File: src/rtl/branch_pkg.sv
// Shared definitions for the branch control unit.
//   - funct3 encodings of the conditional branches
//   - 2-bit saturating counter encodings for the BHT
//   - FSM state type of branch_ctrl
//   - saturating 32-bit increment helper for the performance counters
package branch_pkg;

  localparam logic [2:0] BEQ  = 3'b000;
  localparam logic [2:0] BNE  = 3'b001;
  localparam logic [2:0] BLT  = 3'b100;
  localparam logic [2:0] BGE  = 3'b101;
  localparam logic [2:0] BLTU = 3'b110;
  localparam logic [2:0] BGEU = 3'b111;

  localparam logic [1:0] SNT = 2'b00;
  localparam logic [1:0] WNT = 2'b01;
  localparam logic [1:0] WT  = 2'b10;
  localparam logic [1:0] ST  = 2'b11;

  typedef enum logic [0:0] {
    RUN   = 1'b0,
    FLUSH = 1'b1
  } state_e;

  function automatic logic [31:0] sat_inc32(input logic [31:0] v);
    return (v == 32'hFFFF_FFFF) ? v : v + 32'd1;
  endfunction

endpackage

File: src/rtl/branch_bht.sv
// Branch history table: ENTRIES x 2-bit saturating counters.
// Ports:
//   clock, reset_n   - clock, synchronous active-low reset (all entries -> WNT)
//   rd_idx_i         - lookup index; rd_ctr_o is the combinational counter value
//   wr_en_i          - apply one saturating update at wr_idx_i this edge
//   wr_idx_i         - update index
//   wr_taken_i       - 1: count up toward ST, 0: count down toward SNT
// The read port has no write bypass: a same-index read sees the old value.
module branch_bht
  import branch_pkg::*;
#(
  parameter  int ENTRIES = 16,
  localparam int IDX_W   = $clog2(ENTRIES)
) (
  input  logic             clock,
  input  logic             reset_n,
  input  logic [IDX_W-1:0] rd_idx_i,
  output logic [1:0]       rd_ctr_o,
  input  logic             wr_en_i,
  input  logic [IDX_W-1:0] wr_idx_i,
  input  logic             wr_taken_i
);

  logic [ENTRIES-1:0][1:0] ctr_q;
  logic [1:0]              cur;
  logic [1:0]              ctr_d;

  assign rd_ctr_o = ctr_q[rd_idx_i];
  assign cur      = ctr_q[wr_idx_i];

  always_comb begin
    ctr_d = cur;
    if (wr_taken_i) begin
      if (cur != ST)  ctr_d = cur + 2'd1;
    end else begin
      if (cur != SNT) ctr_d = cur - 2'd1;
    end
  end

  always_ff @(posedge clock) begin
    if (!reset_n) begin
      for (int i = 0; i < ENTRIES; i++) ctr_q[i] <= WNT;
    end else if (wr_en_i) begin
      ctr_q[wr_idx_i] <= ctr_d;
    end
  end

endmodule

File: src/rtl/branch_ctrl.sv
// Branch control unit for execute.
// Ports:
//   clock, reset_n            - clock, synchronous active-low reset
//   f_pc / f_pred_taken       - fetch-side BHT lookup (combinational prediction)
//   ex_valid, ex_is_branch,
//   ex_funct3, ex_pc,
//   ex_target, ex_pred_taken  - execute-stage branch and its fetch prediction
//   brun_sel                  - comparator select, 1 = unsigned
//   br_eq, br_lt              - comparator results
//   ex_taken                  - resolved outcome (combinational)
//   flush, redirect_pc        - registered one-cycle redirect on mispredict
//   br_count,
//   mispredict_count          - saturating performance counters
module branch_ctrl
  import branch_pkg::*;
#(
  parameter  int BHT_ENTRIES = 16,
  localparam int IDX_W       = $clog2(BHT_ENTRIES)
) (
  input  logic        clock,
  input  logic        reset_n,
  input  logic [31:0] f_pc,
  output logic        f_pred_taken,
  input  logic        ex_valid,
  input  logic        ex_is_branch,
  input  logic [2:0]  ex_funct3,
  input  logic [31:0] ex_pc,
  input  logic [31:0] ex_target,
  input  logic        ex_pred_taken,
  output logic        brun_sel,
  input  logic        br_eq,
  input  logic        br_lt,
  output logic        ex_taken,
  output logic        flush,
  output logic [31:0] redirect_pc,
  output logic [31:0] br_count,
  output logic [31:0] mispredict_count
);

  state_e      state_q, state_d;
  logic        flush_q, flush_d;
  logic [31:0] redir_q, redir_d;
  logic [31:0] br_cnt_q, br_cnt_d;
  logic [31:0] mp_cnt_q, mp_cnt_d;

  logic        resolve, legal, cond, upd, mispred;
  logic [1:0]  rd_ctr;

  // Wrong-path instructions (FLUSH) and reset both mask the resolve.
  assign resolve = reset_n & (state_q == RUN) & ex_valid & ex_is_branch;
  assign legal   = (ex_funct3[2:1] != 2'b01);
  assign brun_sel = ex_funct3[1];

  always_comb begin
    cond = 1'b0;
    case (ex_funct3)
      BEQ:        cond = br_eq;
      BNE:        cond = ~br_eq;
      BLT, BLTU:  cond = br_lt;
      BGE, BGEU:  cond = ~br_lt;
      default:    cond = 1'b0;
    endcase
  end

  assign upd      = resolve & legal;
  assign ex_taken = upd & cond;
  assign mispred  = upd & (cond != ex_pred_taken);

  branch_bht #(.ENTRIES(BHT_ENTRIES)) u_bht (
    .clock      (clock),
    .reset_n    (reset_n),
    .rd_idx_i   (f_pc[IDX_W+1:2]),
    .rd_ctr_o   (rd_ctr),
    .wr_en_i    (upd),
    .wr_idx_i   (ex_pc[IDX_W+1:2]),
    .wr_taken_i (cond)
  );

  assign f_pred_taken = rd_ctr[1];

  logic unused_fpc;
  assign unused_fpc = ^{f_pc[31:IDX_W+2], f_pc[1:0]};

  always_comb begin
    // mispred can only fire in RUN, so FLUSH always falls back to RUN.
    state_d  = mispred ? FLUSH : RUN;
    flush_d  = mispred;
    redir_d  = redir_q;
    if (mispred) redir_d = cond ? ex_target : ex_pc + 32'd4;
    br_cnt_d = upd     ? sat_inc32(br_cnt_q) : br_cnt_q;
    mp_cnt_d = mispred ? sat_inc32(mp_cnt_q) : mp_cnt_q;
  end

  always_ff @(posedge clock) begin
    if (!reset_n) begin
      state_q  <= RUN;
      flush_q  <= 1'b0;
      redir_q  <= 32'd0;
      br_cnt_q <= 32'd0;
      mp_cnt_q <= 32'd0;
    end else begin
      state_q  <= state_d;
      flush_q  <= flush_d;
      redir_q  <= redir_d;
      br_cnt_q <= br_cnt_d;
      mp_cnt_q <= mp_cnt_d;
    end
  end

  assign flush            = flush_q;
  assign redirect_pc      = redir_q;
  assign br_count         = br_cnt_q;
  assign mispredict_count = mp_cnt_q;

endmodule

File: config.mk
export PLATFORM = sky130hd
export DESIGN_NAME = branch_ctrl
export DESIGN_NICKNAME = d
export VERILOG_FILES = /design/src/rtl/branch_pkg.sv /design/src/rtl/branch_bht.sv /design/src/rtl/branch_ctrl.sv
export SDC_FILE = /design/constraint.sdc
export NUM_CORES = 1
export LEC_CHECK = 0
export BUFFER_PORTS_ARGS = -buffer_cell sky130_fd_sc_hd__buf_2
export CORE_ASPECT_RATIO = 0.8
export CORE_MARGIN = 2
export CORE_UTILIZATION = 38
export DETAILED_ROUTE_END_ITERATION = 10
export GPL_TIMING_DRIVEN = 0
export PLACE_DENSITY = 0.74
export SYNTH_ARGS = -nofsm -noshare
export SYNTH_HDL_FRONTEND = slang
export SYNTH_SLANG_ARGS = --single-unit
File: constraint.sdc
create_clock -name clock -period 2.5 [get_ports clock]
set_input_delay 0.25 -clock clock [delete_from_list [all_inputs] [get_ports clock]]
set_output_delay 0.25 -clock clock [all_outputs]
set_load 0.005 [all_outputs]
# Word-level counts from Yosys, hierarchy flattened
# Cells that the tools add are included.
[word_totals]
reg_bits = 130
input_bits = 106
output_inout_bits = 100
[classes]
add_sub_neg = 5
magnitude_cmp = 3
n_eq_ne = 10
muxes = 13
n_bitwise = 11
reduce_logical = 7
[ops]
columns = ["cell", "count"]
rows = [
  ["$add A32 B1 Y32 const B", 2],
  ["$eq A32 B32 Y1 const B", 2],
  ["$add A32 B3 Y32 const B", 1],
  ["$bwmux W32", 1],
  ["$mux W32", 1],
  ["$bmux W2 S4", 2],
  ["$eq A3 B3 Y1 const B", 4],
  ["$mux W2", 6],
  ["$lt A4 B5 Y1 const B", 2],
  ["$demux W2 S4", 1],
  ["$and A1 B1 Y1", 6],
  ["$not A1 Y1", 5],
  ["$ge A4 B1 Y1 const B", 1],
  ["$pmux W1 S4", 1],
  ["$reduce_and A2 Y1", 2],
  ["$reduce_or A2 Y1", 2],
  ["$eq A3 B1 Y1 const B", 1],
  ["$logic_not A3 Y1", 1],
  ["$add A2 B1 Y2 const B", 1],
  ["$ne A2 B1 Y1 const B", 1],
  ["$ne A2 B2 Y1 const B", 1],
  ["$reduce_bool A2 Y1", 1],
  ["$sub A2 B1 Y2 const B", 1],
  ["$logic_and A1 B1 Y1", 1],
  ["2 further kinds", 2],
]

# Longest topological paths before layout
[depth]
word_depth = 7
ltp_mapped = 9
ltp_nobuf = 7

# Hierarchy
# Synthesis repeated with hierarchy kept, for this count alone.
[hier_totals]
hier_cells = 856
area_unflattened_um2 = 7170.6
[modules_own_cells]
columns = ["mod", "instances", "cells_each", "area_per_inst_um2"]
rows = [
  ["branch_ctrl", 1, 658, 5192.5],
  ["branch_bht", 1, 198, 1978.1],
]

# Worst setup path before layout
# Ideal clock, no wire load.
[synth_timing]
path_kind = "flip-flop to flip-flop"
startpoint = "register mp_cnt_q[0] (netlist: mispredict_count[0])"
endpoint = "register mp_cnt_q[1] (netlist: mispredict_count[1])"
setup_ns = 0.128
arrival_time_ns = 1.812
required_ns = 2.372
slack_ns = 0.560
stages_incl_launch_ff = 10
n_path_buf = 2
synth_period_minus_slack_ns = 1.940
path_cell_list = "dfxtp_1 ha_1 nand3_1 nor2_1 nand4_1 nand3_2 buf_2 buf_2 mux2i_1 nor2_1"
[synth_via]
elab_chain_len = 3
[synth_rtl]
columns = ["item", "line_no", "source"]
rows = [
  ["start, declared", "branch_ctrl.sv:44", "logic [31:0] mp_cnt_q, mp_cnt_d;"],
  ["start signal, assigned", "branch_ctrl.sv:106", "mp_cnt_q <= mp_cnt_d;"],
  ["branches (longest 3 deep; another with $add A32 B1 Y32)", "n/a", ""],
]
# Several ways; the timed one is not identified.
# A chain may end at the register's enable or synchronous reset.

# Final worst setup path
[layout_timing]
startpoint = "register state_q"
endpoint = "output ex_taken"
[layout_via]
elab_chain_len = 6
[layout_rtl]
columns = ["item", "line_no", "source"]
rows = [
  ["start, declared", "branch_ctrl.sv:40", "state_e state_q, state_d;"],
  ["start signal, assigned", "branch_ctrl.sv:102", "state_q <= state_d;"],
  ["$not A1 Y1", "branch_ctrl.sv:50", "assign resolve = reset_n & (state_q == RUN) & ex_valid & ex_is_branch;"],
  ["$and A1 B1 Y1 (3 in series)", "branch_ctrl.sv:50", ""],
  ["$and A1 B1 Y1", "branch_ctrl.sv:65", "assign upd = resolve & legal;"],
  ["$and A1 B1 Y1", "branch_ctrl.sv:66", "assign ex_taken = upd & cond;"],
  ["end, declared", "branch_ctrl.sv:33", "output logic ex_taken,"],
]
# Every way passes these cells.

==> results.yml <==
floorplan:
  die_height_um: 123
  row_count: 43
  top_level_ports: 206
  die_w_um: 153
  dieArea_um2: 18800
  initial_core_util_pct: 38.8
  core_area_um2: 17400
critical_path:
  max_stage_delay_ns: 0.39
  setup.worst_path.start: "state_q"
  crit_type: "flop to output port"
  cp_max_fo: 7
  worstPathArrival_ns: 2.07
  worstSetupEndpointType: "output port"
  crit_slowest_cell: "or2_2"
  r2r_start: "state_q"
  crit_family: "simple AND/OR/NAND/NOR gates"
  cp_data_required_time_ns: 2.25
  crit_buf_inv: 2
  crit_path_cell_trace: "nand4b_1, or2_2, clkbuf_1, nor2_1, buf_2"
  worstSetupStartpointType: "flop"
power:
  ir_worst_vdd_v: 0.000409
  p_per_area_nw_per_um2: 581
  power.switching_w: 0.00119
  intPower_w: 0.00376
  combPwrFrac_pct: 9.0
  clkPwrFrac_pct: 48.8
  p_leak_nw: 3.49
  seqPwrFrac_pct: 42.3
  netSwitchingFraction_pct: 24.1
  finalPower_w: 0.00496
sta:
  fin_skew_ns: 0.00863
  whs_ns: 0.0962
  period_share_pct: 92.7
  maxSlewHeadroom_pct: 38.6
  maxSlewViolCount: 0
  tightest_slew_ns: 0.913
  period_needed_ns: 2.32
  setup_viol: 0
  max_freq_mhz: 432
  hold_viol: 0
routing:
  wire_per_inst_um: 16.6
  first_pass_iters: 6
  via_per_inst: 5.51
  drc_errors: 0
  vias: 6802
  drt_wl_total_um: 20500
  postRouteAntennaNets: 0
  first_iter_violations: 460
min_path:
  hp-class: "primary input to flop"
  hold_start: "ex_pc[0]"
synthesis:
  synth-seq-cells: 129
  synthCells: 803
  ys_warn_count: 0
  synth.most_common_cell: "dfxtp_1"
  synth_largest_area_cell: "dfxtp_1"
  synth_ff_type: "dfxtp_1"
  synth_top_area_share_pct: 38.3
  synth_area_leaders: "dfxtp_1 38%, nand3_1 5.7%, nand2_1 4.9%, mux4_2 4.3%, nor2_1 4.2%"
  synth_area_um2: 6750
  synthArstFlopShare_pct: 0
  synth_edf_count: 0
  synth_nets: 915
  ys_seq_area_share_pct: 38.3
  synth_top_cells_by_count: "129 x dfxtp_1, 88 x nand2_1, 77 x nand3_1"
  synth_cell_types: 53
  synth.avg_cell_area_um2: 8.40
layout:
  n_fill_cell: 1695
  nets: 1109
  utilization_pct: 49.1
  stdcell_area_um2: 8530
  syn2layout_area_growth_pct: 26.4
  drive_gt1_share_pct: 25.0
  antenna_cells: 0
cts:
  post_cts_buffers: 0
  cts_tree: "built"
  ctsLongestPathBuffers: 2
  clk_latency_ns: 0.42
  clk_pin_slew_ns: 0.06
  cts-root-buf: "clkbuf_16"
  htreeDepth: 4
  cts_made_buffers: 17
  cts_sinks: 129
global_route:
  grt_pass1_vias: 6267
  antenna_found_initial: 0
  grt_max_degree: 17
  grt-ovfl-total: 0
  global_route.usage.met2_pct: 34.7
  track_usage_pct: 21.7
  busiest_layer: "met2"
  grt_use_met1_pct: 29.6
  grt_use_met3_pct: 5.05
  grt_pass1_wl_um: 32500
placed_design:
  place_area_um2: 7910
  port_buffers: 175
  gp_congestion: 0.908
  place_hpwl_um: 15200
run:
  maxCapViolations: 0
status:
  status: "complete, no violations"
## final timing paths
path                     end  slack [ns]  depth (start not counted)
max                 ex_taken        0.18                          5
min           redirect_pc[0]         0.1                          3
max reg2reg      br_count[8]        0.23                          7
min reg2reg  redirect_pc[11]        0.46                          2
## power groups by stage
stage               clock network, W  registers [W]  logic [W]
finish                       0.00242        0.00210   0.000445
global route                 0.00254        0.00210   0.000489
CTS                          0.00245        0.00210   0.000442
detailed placement                 0        0.00214   0.000439
global placement                   0        0.00214   0.000433
floorplan                          0        0.00214   0.000239
## timing repair
action / CTS / global route
gates resized for setup: 1 / 8
pin swaps: 0 / 0
hold buffers: 0 / 0
setup endpoints to repair: 49 / 26
## cells by family (layout without fill, tap and decap cells)
family | Yosys count | after routing | synth area share [%]
AND/OR/NAND/NOR | 371 | 371 | 27.7
buffers and inverters | 64 | 270 | 3.93
adder cells (fa/ha/maj) | 8 | 8 | 1.45
flip-flops | 129 | 129 | 38.3
AO/OA/AOI/OAI | 131 | 131 | 12.3
XOR/XNOR | 61 | 61 | 8.19
multiplexers | 39 | 39 | 8.19
## metrics by stage
stage / setup slack, ns / std cells / setup TNS [ns]
6_report: 0.183 / 1234 / 0
5_1_grt: -0.00428 / 1234 / -0.00428
2_1_floorplan: 0.560 / 803 / 0
4_1_cts: 0.0528 / 1234 / 0
3_3_place_gp: -0.214 / 1203 / -2.72
3_5_place_dp: -0.266 / 1203 / -3.86
## flip-flops by register name (all words and copies together) (netlist names)
name / cells
state_q: 1
br_count: 32
mispredict_count: 32
u_bht.ctr_q: 32
redirect_pc: 32
## cell usage in the layout, fill, tap and decap left out, types with 3 or more instances in the layout
master / synthesis / layout
a21oi_1: 36 / 36
a311oi_1: 3 / 3
a31o_2: 7 / 7
and2_1: 7 / 7
and3_1: 13 / 13
and4_1: 14 / 14
buf_2: 11 / 186
buf_4: 3 / 3
clkbuf_1: 28 / 32
clkbuf_16: 0 / 17
clkbuf_8: 0 / 6
dfxtp_1: 129 / 129
ha_1: 6 / 6
inv_1: 19 / 19
mux2i_1: 26 / 26
mux4_2: 13 / 13
nand2_1: 88 / 88
nand2b_1: 4 / 4
nand3_1: 77 / 77
nand4_1: 38 / 38
nor2_1: 75 / 73
nor2b_1: 3 / 3
nor3_1: 17 / 16
nor4_1: 8 / 7
o211ai_1: 11 / 11
o21ai_0: 25 / 25
o21ai_1: 15 / 15
o21bai_1: 3 / 3
o221ai_1: 5 / 5
o22ai_1: 3 / 3
o31ai_1: 9 / 9
or3_1: 13 / 13
or4_1: 8 / 8
xnor2_1: 29 / 29
xor2_1: 31 / 31
## final cells by class
type,instances,area (um2),area share (%)
Sequential cell,129,2580,30.3
Buffer,44,190,2.23
Multi-Input combinational cell,610,3960,46.4
Clock buffer,27,523,6.13
Tap cell,225,282,3.30
Timing Repair Buffer,175,876,10.3
Clock inverter,4,47.5,0.557
Inverter,20,75.1,0.880
## routing by layer
metal,vias to the layer above,part of all wire [%]
li1,3313,-
met1,3231,47
met2,238,46
met3,20,6.5
met4,0,1.3
met5,-,0
## worst register-to-register path: stages (launching register included)
cell and delay, ns:
dfxtp_1 0.33, nand4b_1 0.38, or2_2 0.39, clkbuf_1 0.26
a41oi_4 0.41, nand4_1 0.16, xor2_1 0.16, nor2_1 0.05
(Power assumes the default switching activity.)
